## src/rtl/seg_scan_if.sv

```systemverilog
// Register-block side bus of the multiplexed 7-segment driver.
// master: load/value/dp/blank_mask/blink_mask/lzs_en out; pending/frame_done in.
// slave : the same signals with directions reversed (driver side).
interface seg_scan_if #(
    parameter int NDIGITS = 8
);
    logic                   load;
    logic [4*NDIGITS-1:0]   value;
    logic [NDIGITS-1:0]     dp;
    logic [NDIGITS-1:0]     blank_mask;
    logic [NDIGITS-1:0]     blink_mask;
    logic                   lzs_en;
    logic                   pending;
    logic                   frame_done;

    modport master (
        output load, value, dp, blank_mask, blink_mask, lzs_en,
        input  pending, frame_done
    );

    modport slave (
        input  load, value, dp, blank_mask, blink_mask, lzs_en,
        output pending, frame_done
    );
endinterface

```

## src/rtl/seg_scan_driver.sv

```systemverilog
// Time-multiplexed NDIGITS hex 7-segment driver with dp, blanking, blink,
// leading-zero suppression and frame-aligned (tear-free) updates.
// Ports: clk, rst (sync, active-high); bus (seg_scan_if.slave: load bus in,
// pending/frame_done out); an (one-hot digit enable), seg {g..a}, seg_dp.
module seg_scan_driver #(
    parameter int NDIGITS      = 8,
    parameter int SCAN_DIV     = 1000,
    parameter int BLINK_FRAMES = 64,
    parameter int ACTIVE_LOW   = 1
) (
    input  logic               clk,
    input  logic               rst,
    seg_scan_if.slave          bus,
    output logic [NDIGITS-1:0] an,
    output logic [6:0]         seg,
    output logic               seg_dp
);
    localparam int DW = (SCAN_DIV > 1) ? $clog2(SCAN_DIV) : 1;
    localparam int IW = (NDIGITS > 1) ? $clog2(NDIGITS) : 1;
    localparam int BW = (BLINK_FRAMES > 1) ? $clog2(BLINK_FRAMES) : 1;
    localparam bit INV = (ACTIVE_LOW != 0);
    localparam logic [NDIGITS-1:0] AN_OFF = INV ? '1 : '0;
    localparam logic [6:0] SEG_OFF = INV ? 7'h7F : 7'h00;
    localparam logic DP_OFF = INV;

    // vld marks contents that came from a load; cleared contents stay dark.
    typedef struct packed {
        logic [4*NDIGITS-1:0] value;
        logic [NDIGITS-1:0]   dp;
        logic [NDIGITS-1:0]   blank;
        logic [NDIGITS-1:0]   blink;
        logic                 lzs;
        logic                 vld;
    } cfg_t;

    logic [DW-1:0]      div_q, div_d;
    logic [IW-1:0]      idx_q, idx_d;
    logic [BW-1:0]      fcnt_q, fcnt_d;
    logic               phase_q, phase_d;
    cfg_t               pend_q, pend_d;
    cfg_t               act_q, act_d;
    logic               pending_q, pending_d;
    logic               frame_done_q, frame_done_d;
    logic [NDIGITS-1:0] an_q, an_d;
    logic [6:0]         seg_q, seg_d;
    logic               seg_dp_q, seg_dp_d;

    cfg_t               in_cfg;
    logic               scan_end;
    logic               last_dig;
    logic               boundary;
    logic [NDIGITS-1:0] supp;
    logic [3:0]         dig;
    logic               dark;
    logic [6:0]         seg_on;
    logic               dp_on;
    logic [NDIGITS-1:0] an_on;

    function automatic logic [6:0] glyph(input logic [3:0] h);
        glyph = 7'h00;
        unique case (h)
            4'h0: glyph = 7'b0111111;
            4'h1: glyph = 7'b0000110;
            4'h2: glyph = 7'b1011011;
            4'h3: glyph = 7'b1001111;
            4'h4: glyph = 7'b1100110;
            4'h5: glyph = 7'b1101101;
            4'h6: glyph = 7'b1111101;
            4'h7: glyph = 7'b0000111;
            4'h8: glyph = 7'b1111111;
            4'h9: glyph = 7'b1101111;
            4'hA: glyph = 7'b1110111;
            4'hB: glyph = 7'b1111100;
            4'hC: glyph = 7'b0111001;
            4'hD: glyph = 7'b1011110;
            4'hE: glyph = 7'b1111001;
            4'hF: glyph = 7'b1110001;
        endcase
    endfunction

    always_comb begin
        in_cfg = '{value: bus.value, dp: bus.dp, blank: bus.blank_mask,
                   blink: bus.blink_mask, lzs: bus.lzs_en, vld: 1'b1};

        scan_end = (div_q == DW'(SCAN_DIV - 1));
        last_dig = (idx_q == IW'(NDIGITS - 1));
        boundary = scan_end && last_dig;

        div_d = scan_end ? '0 : div_q + 1'b1;
        idx_d = idx_q;
        if (scan_end) begin
            idx_d = last_dig ? '0 : idx_q + 1'b1;
        end

        pend_d    = bus.load ? in_cfg : pend_q;
        pending_d = pending_q | bus.load;
        act_d     = act_q;
        fcnt_d    = fcnt_q;
        phase_d   = phase_q;

        // A load in the boundary cycle bypasses the pending stage.
        if (boundary) begin
            pending_d = 1'b0;
            if (bus.load) begin
                act_d = in_cfg;
            end else if (pending_q) begin
                act_d = pend_q;
            end
            if (fcnt_q == BW'(BLINK_FRAMES - 1)) begin
                fcnt_d  = '0;
                phase_d = ~phase_q;
            end else begin
                fcnt_d = fcnt_q + 1'b1;
            end
        end
        frame_done_d = boundary;

        // Digit i is a leading zero when every digit from i upward is 0.
        supp = '0;
        for (int i = 1; i < NDIGITS; i++) begin
            supp[i] = act_q.lzs && ((act_q.value >> (4 * i)) == '0);
        end

        dig    = act_q.value[{idx_q, 2'b00} +: 4];
        dark   = !act_q.vld || act_q.blank[idx_q]
               || (act_q.blink[idx_q] && phase_q);
        seg_on = (dark || supp[idx_q]) ? 7'h00 : glyph(dig);
        dp_on  = !dark && act_q.dp[idx_q];
        an_on  = '0;
        an_on[idx_q] = 1'b1;

        an_d     = INV ? ~an_on : an_on;
        seg_d    = INV ? ~seg_on : seg_on;
        seg_dp_d = INV ? ~dp_on : dp_on;
    end

    always_ff @(posedge clk) begin
        if (rst) begin
            div_q        <= '0;
            idx_q        <= '0;
            fcnt_q       <= '0;
            phase_q      <= 1'b0;
            pend_q       <= '0;
            act_q        <= '0;
            pending_q    <= 1'b0;
            frame_done_q <= 1'b0;
            an_q         <= AN_OFF;
            seg_q        <= SEG_OFF;
            seg_dp_q     <= DP_OFF;
        end else begin
            div_q        <= div_d;
            idx_q        <= idx_d;
            fcnt_q       <= fcnt_d;
            phase_q      <= phase_d;
            pend_q       <= pend_d;
            act_q        <= act_d;
            pending_q    <= pending_d;
            frame_done_q <= frame_done_d;
            an_q         <= an_d;
            seg_q        <= seg_d;
            seg_dp_q     <= seg_dp_d;
        end
    end

    assign an             = an_q;
    assign seg            = seg_q;
    assign seg_dp         = seg_dp_q;
    assign bus.pending    = pending_q;
    assign bus.frame_done = frame_done_q;
endmodule
```

## src/flat_wrapper.sv

```systemverilog
// flat-port wrapper written by rule: the top's interface ports become plain ports
module seg_scan_driver_flat 
#(
    parameter int NDIGITS      = 8,
    parameter int SCAN_DIV     = 1000,
    parameter int BLINK_FRAMES = 64,
    parameter int ACTIVE_LOW   = 1
)
  (clk, rst, an, seg, seg_dp, bus_load, bus_value, bus_dp, bus_blank_mask, bus_blink_mask, bus_lzs_en, bus_pending, bus_frame_done);
  seg_scan_if #(.NDIGITS(NDIGITS)) bus_i ();
  input  logic clk;
  input  logic rst;
  output logic [NDIGITS-1:0] an;
  output logic [6:0] seg;
  output logic seg_dp;
  input wire logic [$bits(bus_i.load)-1:0] bus_load;
  input wire logic [$bits(bus_i.value)-1:0] bus_value;
  input wire logic [$bits(bus_i.dp)-1:0] bus_dp;
  input wire logic [$bits(bus_i.blank_mask)-1:0] bus_blank_mask;
  input wire logic [$bits(bus_i.blink_mask)-1:0] bus_blink_mask;
  input wire logic [$bits(bus_i.lzs_en)-1:0] bus_lzs_en;
  output wire logic [$bits(bus_i.pending)-1:0] bus_pending;
  output wire logic [$bits(bus_i.frame_done)-1:0] bus_frame_done;
  assign bus_i.load = bus_load;
  assign bus_i.value = bus_value;
  assign bus_i.dp = bus_dp;
  assign bus_i.blank_mask = bus_blank_mask;
  assign bus_i.blink_mask = bus_blink_mask;
  assign bus_i.lzs_en = bus_lzs_en;
  assign bus_pending = bus_i.pending;
  assign bus_frame_done = bus_i.frame_done;
  seg_scan_driver #(.NDIGITS(NDIGITS), .SCAN_DIV(SCAN_DIV), .BLINK_FRAMES(BLINK_FRAMES), .ACTIVE_LOW(ACTIVE_LOW)) u_core (.clk(clk), .rst(rst), .bus(bus_i), .an(an), .seg(seg), .seg_dp(seg_dp));
endmodule
```

## config.mk

```make
export PLATFORM = sky130hd
export DESIGN_NAME = seg_scan_driver_flat
export DESIGN_NICKNAME = d
export VERILOG_FILES = /design/src/rtl/seg_scan_if.sv /design/src/rtl/seg_scan_driver.sv /design/src/flat_wrapper.sv
export SDC_FILE = /design/constraint.sdc
export NUM_CORES = 1
export LEC_CHECK = 0
export ABC_AREA = 1
export CAP_MARGIN = 5
export CORE_MARGIN = 10
export CORE_UTILIZATION = 35
export DETAILED_ROUTE_END_ITERATION = 12
export SLEW_MARGIN = 20
export SYNTH_ARGS = -nofsm -noshare
export SYNTH_HDL_FRONTEND = slang
export SYNTH_SLANG_ARGS = --single-unit
```

## constraint.sdc

```tcl
create_clock -name clk -period 2.5 [get_ports clk]
set_clock_uncertainty 0.1 [all_clocks]
set_input_delay 0.75 -clock clk [delete_from_list [all_inputs] [get_ports clk]]
set_output_delay 0.75 -clock clk [all_outputs]
set_load 0.02 [all_outputs]
```

# Word level (Yosys, flattened, before mapping)
# Memories as Yosys holds them, arrays and structs flattened.
# Index checks and enable logic that the tools add are counted.
[totals]
input_bits = 60
n_memories = 1
reg_bits = 154
out_inout_bits = 18
rom_bits = 112
word_cells = 79
[mem_list]
columns = ["memory", "words", "width", "rd", "rd_clocked_by_memory_dff", "wr", "line_no", "rtl"]
rows = [
  ["(name not given)", 16, 7, 1, 0, 0, "seg_scan_driver.sv:61", "unique case (h)"],
]
[classes]
n_bitwise = 5
n_addsub = 3
magnitude_cmp = 2
eq_ne = 3
shift = 1
n_mux = 15
reduce_logical = 28
[ops]
columns = ["cell", "n"]
rows = [
  ["$logic_not A32 Y1", 7],
  ["$mux W58", 2],
  ["$shiftx A32 B6 Y4", 1],
  ["$bmux W1 S3", 4],
  ["$logic_and A1 B1 Y1", 11],
  ["$add A10 B1 Y10 const B", 1],
  ["$eq A10 B10 Y1 const B", 1],
  ["$not A8 Y8", 1],
  ["$mux W7", 1],
  ["$not A7 Y7", 1],
  ["$add A6 B1 Y6 const B", 1],
  ["$eq A6 B6 Y1 const B", 1],
  ["$mux W6", 1],
  ["$mux W1", 5],
  ["$lt A3 B4 Y1 const B", 1],
  ["$reduce_and A2 Y1", 2],
  ["$reduce_or A2 Y1", 2],
  ["$add A3 B1 Y3 const B", 1],
  ["$demux W1 S3", 1],
  ["$eq A3 B3 Y1 const B", 1],
  ["$ge A3 B1 Y1 const B", 1],
  ["$logic_or A1 B1 Y1", 3],
  ["$mux W3", 1],
  ["$logic_not A1 Y1", 2],
  ["3 further kinds", 4],
]

# Depth between registers and ports, before layout
# Gate-level depths: netlist of the first run.
[depth]
ltp_word = 7
ltp_mapped = 14
depth_no_buf = 12

# Worst setup path before layout of the first run
# No wires, ideal clock.
[synth_path]
kind = "register -> register"
from = "register u_core.idx_q[0]"
to = "register u_core.seg_q[0] (netlist: u_core.seg[0])"
t_required_ns = 2.262
path_buffers = 3
slack_ns = 0.388
setup_time_ns = 0.138
arrival_ns = 1.874
path_stages_with_launch = 15
period_less_slack_ns = 2.112
path_cell_list = "dfxtp_1 -> buf_2 -> inv_2 -> buf_2 -> buf_2 -> nand2_1 -> nand3_1 -> nand2_1 -> nor2_1 -> inv_1 -> ha_1 -> nand2_1 -> nand2_1 -> nand2_1 -> nand3_1"
[synth_between]
elab_chain_cells = 7
word_cells_on_any_way = 14
classes_between = "shift: 1; mux: 7; bitwise: 1; reduce/logical: 4; memory: 1"
[synth_lines]
columns = ["element", "line_no", "rtl"]
rows = [
  ["from (decl)", "seg_scan_driver.sv:37", "logic [IW-1:0] idx_q, idx_d;"],
  ["from (signal assigned)", "seg_scan_driver.sv:152", "idx_q <= idx_d;"],
  ["branches (longest 5 deep; another with $mem_v2 Z16 W7)", "-", ""],
  ["$mux W7 *", "seg_scan_driver.sv:127", "seg_on = (dark || supp[idx_q]) ? 7'h00 : glyph(dig);"],
  ["$not A7 Y7 *", "seg_scan_driver.sv:133", "seg_d = INV ? ~seg_on : seg_on;"],
  ["to (signal assigned)", "seg_scan_driver.sv:160", "seg_q <= seg_d;"],
  ["to (decl)", "seg_scan_driver.sv:45", "logic [6:0] seg_q, seg_d;"],
]
# Mark *: on every way between the ends. The select of a mux whose other input is x is not followed.
# A chain may end at the register's enable or synchronous reset.

# Worst setup path after layout of the first run
[layout_path]
from = "register u_core.idx_q[1]"
to = "register u_core.seg_q[0] (netlist: u_core.seg[0])"
# The elaborated chain is that of the path after synthesis.

==> impl_results.md, run 1 <==
- # port buffers: 77
- Latest clock arrival within the worst-skew pair: 0.42 ns
- Nets: 1027
- Metal3 WL: 821 um
- Endpoints failing hold: 0
- DP Wirelength: 10600 um
- Fill count: 1847
- CP Class: flop to flop
- Max Slew Vio Count: 0
- Asr flop ratio synth: 0%
- Vias: 5492
- Worst-Margin Slew: 0.745 ns
- Routed wire length per instance: 12.9 um
- Total congestion overflow: 0
- Post-synthesis sequential area ratio: 47.2%
- Setup Fix Bufs, Post-CTS: 0
- Max_cap viols: 0
- Hold-fix buffers, CTS: 0
- Largest net degree at the start of global routing: 69
- Routability cong.: 0.878
- Share of cells above drive strength 1: 5.88%
- RSZ-0062 raised after global routing: no
- Row cnt: 49
- Power density over cell area: 689 nW/um^2
- EDFF count, synth: 0
- Io pins: 78
- Cell area after synthesis: 6530 sq um
- Ant diodes: 0
- Pleak: 3.51 nW
- Synth Register Bits: 154
- Drt pass-1 iters: 5
- Drt drc: 0
- Non-filler cells, final: 1199
- Status: complete, no violations
- Vias in the first global route: 5311
- Setup slack, reg-to-reg: 0.28 ns
- Largest area contributor in the netlist: dfxtp_1
- Crit. End Element: flop
- Syn_area_per_cell: 7.36 sq um
- Clock root cell: clkbuf_16
- Slew HR: 50.3%
- Synth Instances: 888
- Die ar.: 24500 sq um
- CTS Buffer Depth: 2
- CTS tree: done
- Placement Cell Area: 7520 sq um
- GR Util All Layers: 12.8%
- Fmax: 0.451 GHz
- Synth unique cells: 31
- Post-layout min period: 2.22 ns
- Yosys top cell area share: 47.2%
- Setup TNS: 0 ns
- DIE WIDTH: 157 um
- Min-delay worst type: flop to flop
- Largest fanout on the critical path: 9
- Worst Path Arrival: 2.39 ns
- Post-synth net total: 958
- Final setup viols: 0
- Starting density of the core: 36.0%
- Crit path required time: 2.68 ns
- Final Cell Area: 8160 sq um
- Top post-synthesis cells by area: dfxtp_1, nand2_1, nor2_1
- Placed Instances: 1167
- CTS H-tree depth: 4
- Vias per cell: 4.58
- Antenna Nets Post-Route: 0
- Ys flop type: dfxtp_1
- Core Area: 18100 sq um
- Post-Route M1 WL: 7110 um
- Drt first-iter violations: 311
- Antenna violations before repair: 0
- P&R area growth vs syn: 24.9%
- First-pass GRT wire length: 25600 um
- Overall die height: 157 um
- CTS clk-pin slew, worst paths: 0.06 ns
- CTS Buf Count: 17
- # clock sinks: 154
- Synth Warn #: 0
- Crit share post-route: 88.7%
- VDD IR max: 0.000467 V
- CP Launch Type: flop
- Top Metal Used: met4
- Post-cts resize count: 0
- Post-Route WL: 15400 um
- Met2 routed WL: 7170 um
## Yosys cell counts, types with 7 or more instances
master and count:
clkbuf_1 10, buf_2 18, nand2_1 252, a21oi_1 12, inv_1 60, o21ai_0 8
nand3_1 51, dfxtp_1 154, ha_1 10, buf_1 7, nor2_1 212, mux2i_1 57
## logic make-up after synthesis
family | count (synthesis) | share of synthesized area, %
buffers and inverters | 103 | 6.84
flip-flops | 154 | 47.2
multiplexers | 57 | 8.73
XOR/XNOR | 4 | 0.536
AO/OA/AOI/OAI | 24 | 2.09
adder cells (fa/ha/maj) | 10 | 1.91
AND/OR/NAND/NOR | 536 | 32.7
## per-stage QoR
stage	hold slack, ns	utilization, %	setup slack (ns)	power [mW]
after floorplan	0.318	-	0.388	2.76
after global placement	0.333	41.4	0.387	2.90
after detailed placement	0.343	41.4	0.292	2.91
after CTS	0.358	45.0	0.252	5.67
after global routing	0.390	45.0	0.0394	5.82
final	0.353	45.0	0.283	5.62
## power by group
part	total (mW)	leakage (nW)	internal (mW)	switching [mW]
registers	2.53	1.25	2.51	0.0152
clock network	2.77	0.309	1.75	1.03
logic	0.316	1.94	0.162	0.154
total	5.62	3.51	4.43	1.19
## cells in the final DEF (no fill, tap or decap), types with 2 or more instances in the layout
cell / netlist / layout
clkinv_2: 0 / 3
clkinvlp_4: 0 / 2
clkdlybuf4s50_1: 0 / 75
clkbuf_16: 0 / 17
clkbuf_8: 0 / 3
nor2_1: 212 / 212
dfxtp_1: 154 / 154
mux2i_1: 57 / 57
nand4_1: 5 / 5
o21ai_0: 8 / 8
nand2_1: 252 / 252
buf_4: 0 / 10
nor3b_1: 2 / 2
a21oi_1: 12 / 12
inv_1: 60 / 59
buf_12: 0 / 4
clkinv_4: 0 / 2
nor3_1: 4 / 4
bufinv_16: 0 / 4
inv_2: 2 / 3
or2_2: 3 / 3
xor2_1: 3 / 3
ha_1: 10 / 10
nor2_2: 2 / 2
nand3_1: 51 / 51
## cell type report
| class | instances | area [sq um] | area share, % |
|---|---|---|---|
| Sequential cell | 154 | 3080 | 37.8 |
| Tap cell | 229 | 287 | 3.51 |
| Multi-Input combinational cell | 631 | 3000 | 36.8 |
| Clock inverter | 11 | 168 | 2.05 |
| Clock buffer | 21 | 470 | 5.77 |
| Timing Repair Buffer | 90 | 911 | 11.2 |
| Inverter | 63 | 236 | 2.90 |
## routing by layer
metal  vias to the layer above  global-route usage [%]
met2                       122                    21.2
met3                        19                    3.73
met1                      2456                    15.3
met4                         0                    5.03
met5                         -                       0
li1                       2895                       -
## worst max-delay path, stage by stage, from the launching register on
cell and delay [ns]:
dfxtp_1 0.37, nand2_1 0.11, clkinv_1 0.24, nand3_1 0.15, nand2_1 0.05, nor2_1 0.32, inv_1 0.15, ha_1 0.27
nand2_1 0.10, nand2_1 0.06, nand2_1 0.06, nand3_1 0.08
## sequential cells by signal, indices dropped and copies added (netlist names)
| register | flops |
|---|---|
| u_core.idx_q | 3 |
| u_core.seg | 7 |
| u_core.div_q | 10 |
| u_core.an | 8 |
| u_core.seg_dp | 1 |
| u_core.bus.frame_done | 1 |
| u_core.pend_q | 58 |
| u_core.phase_q | 1 |
| u_core.act_q | 58 |
| u_core.fcnt_q | 6 |
| u_core.bus.pending | 1 |
## final timing paths
| check | from | endpoint | cells past startpoint |
|---|---|---|---|
| setup / recovery | u_core.idx_q[1]$_SDFFE_PP0N_ | u_core.seg[0]$_SDFF_PP1_ | 11 |
| hold / removal | u_core.pend_q[0]$_SDFFE_PP0P_ | u_core.pend_q[0]$_SDFFE_PP0P_ | 2 |
| setup reg to reg | u_core.idx_q[1]$_SDFFE_PP0N_ | u_core.seg[0]$_SDFF_PP1_ | 11 |
| hold reg to reg | u_core.pend_q[0]$_SDFFE_PP0P_ | u_core.pend_q[0]$_SDFFE_PP0P_ | 2 |
(Power assumes the default switching activity.)
==> run 2: changes to the inputs <==
- CTS_CLUSTER_SIZE: default -> 10
==> results of run 2 <==
Same layout as run 1: the final DEF is identical, and so are final timing and power.
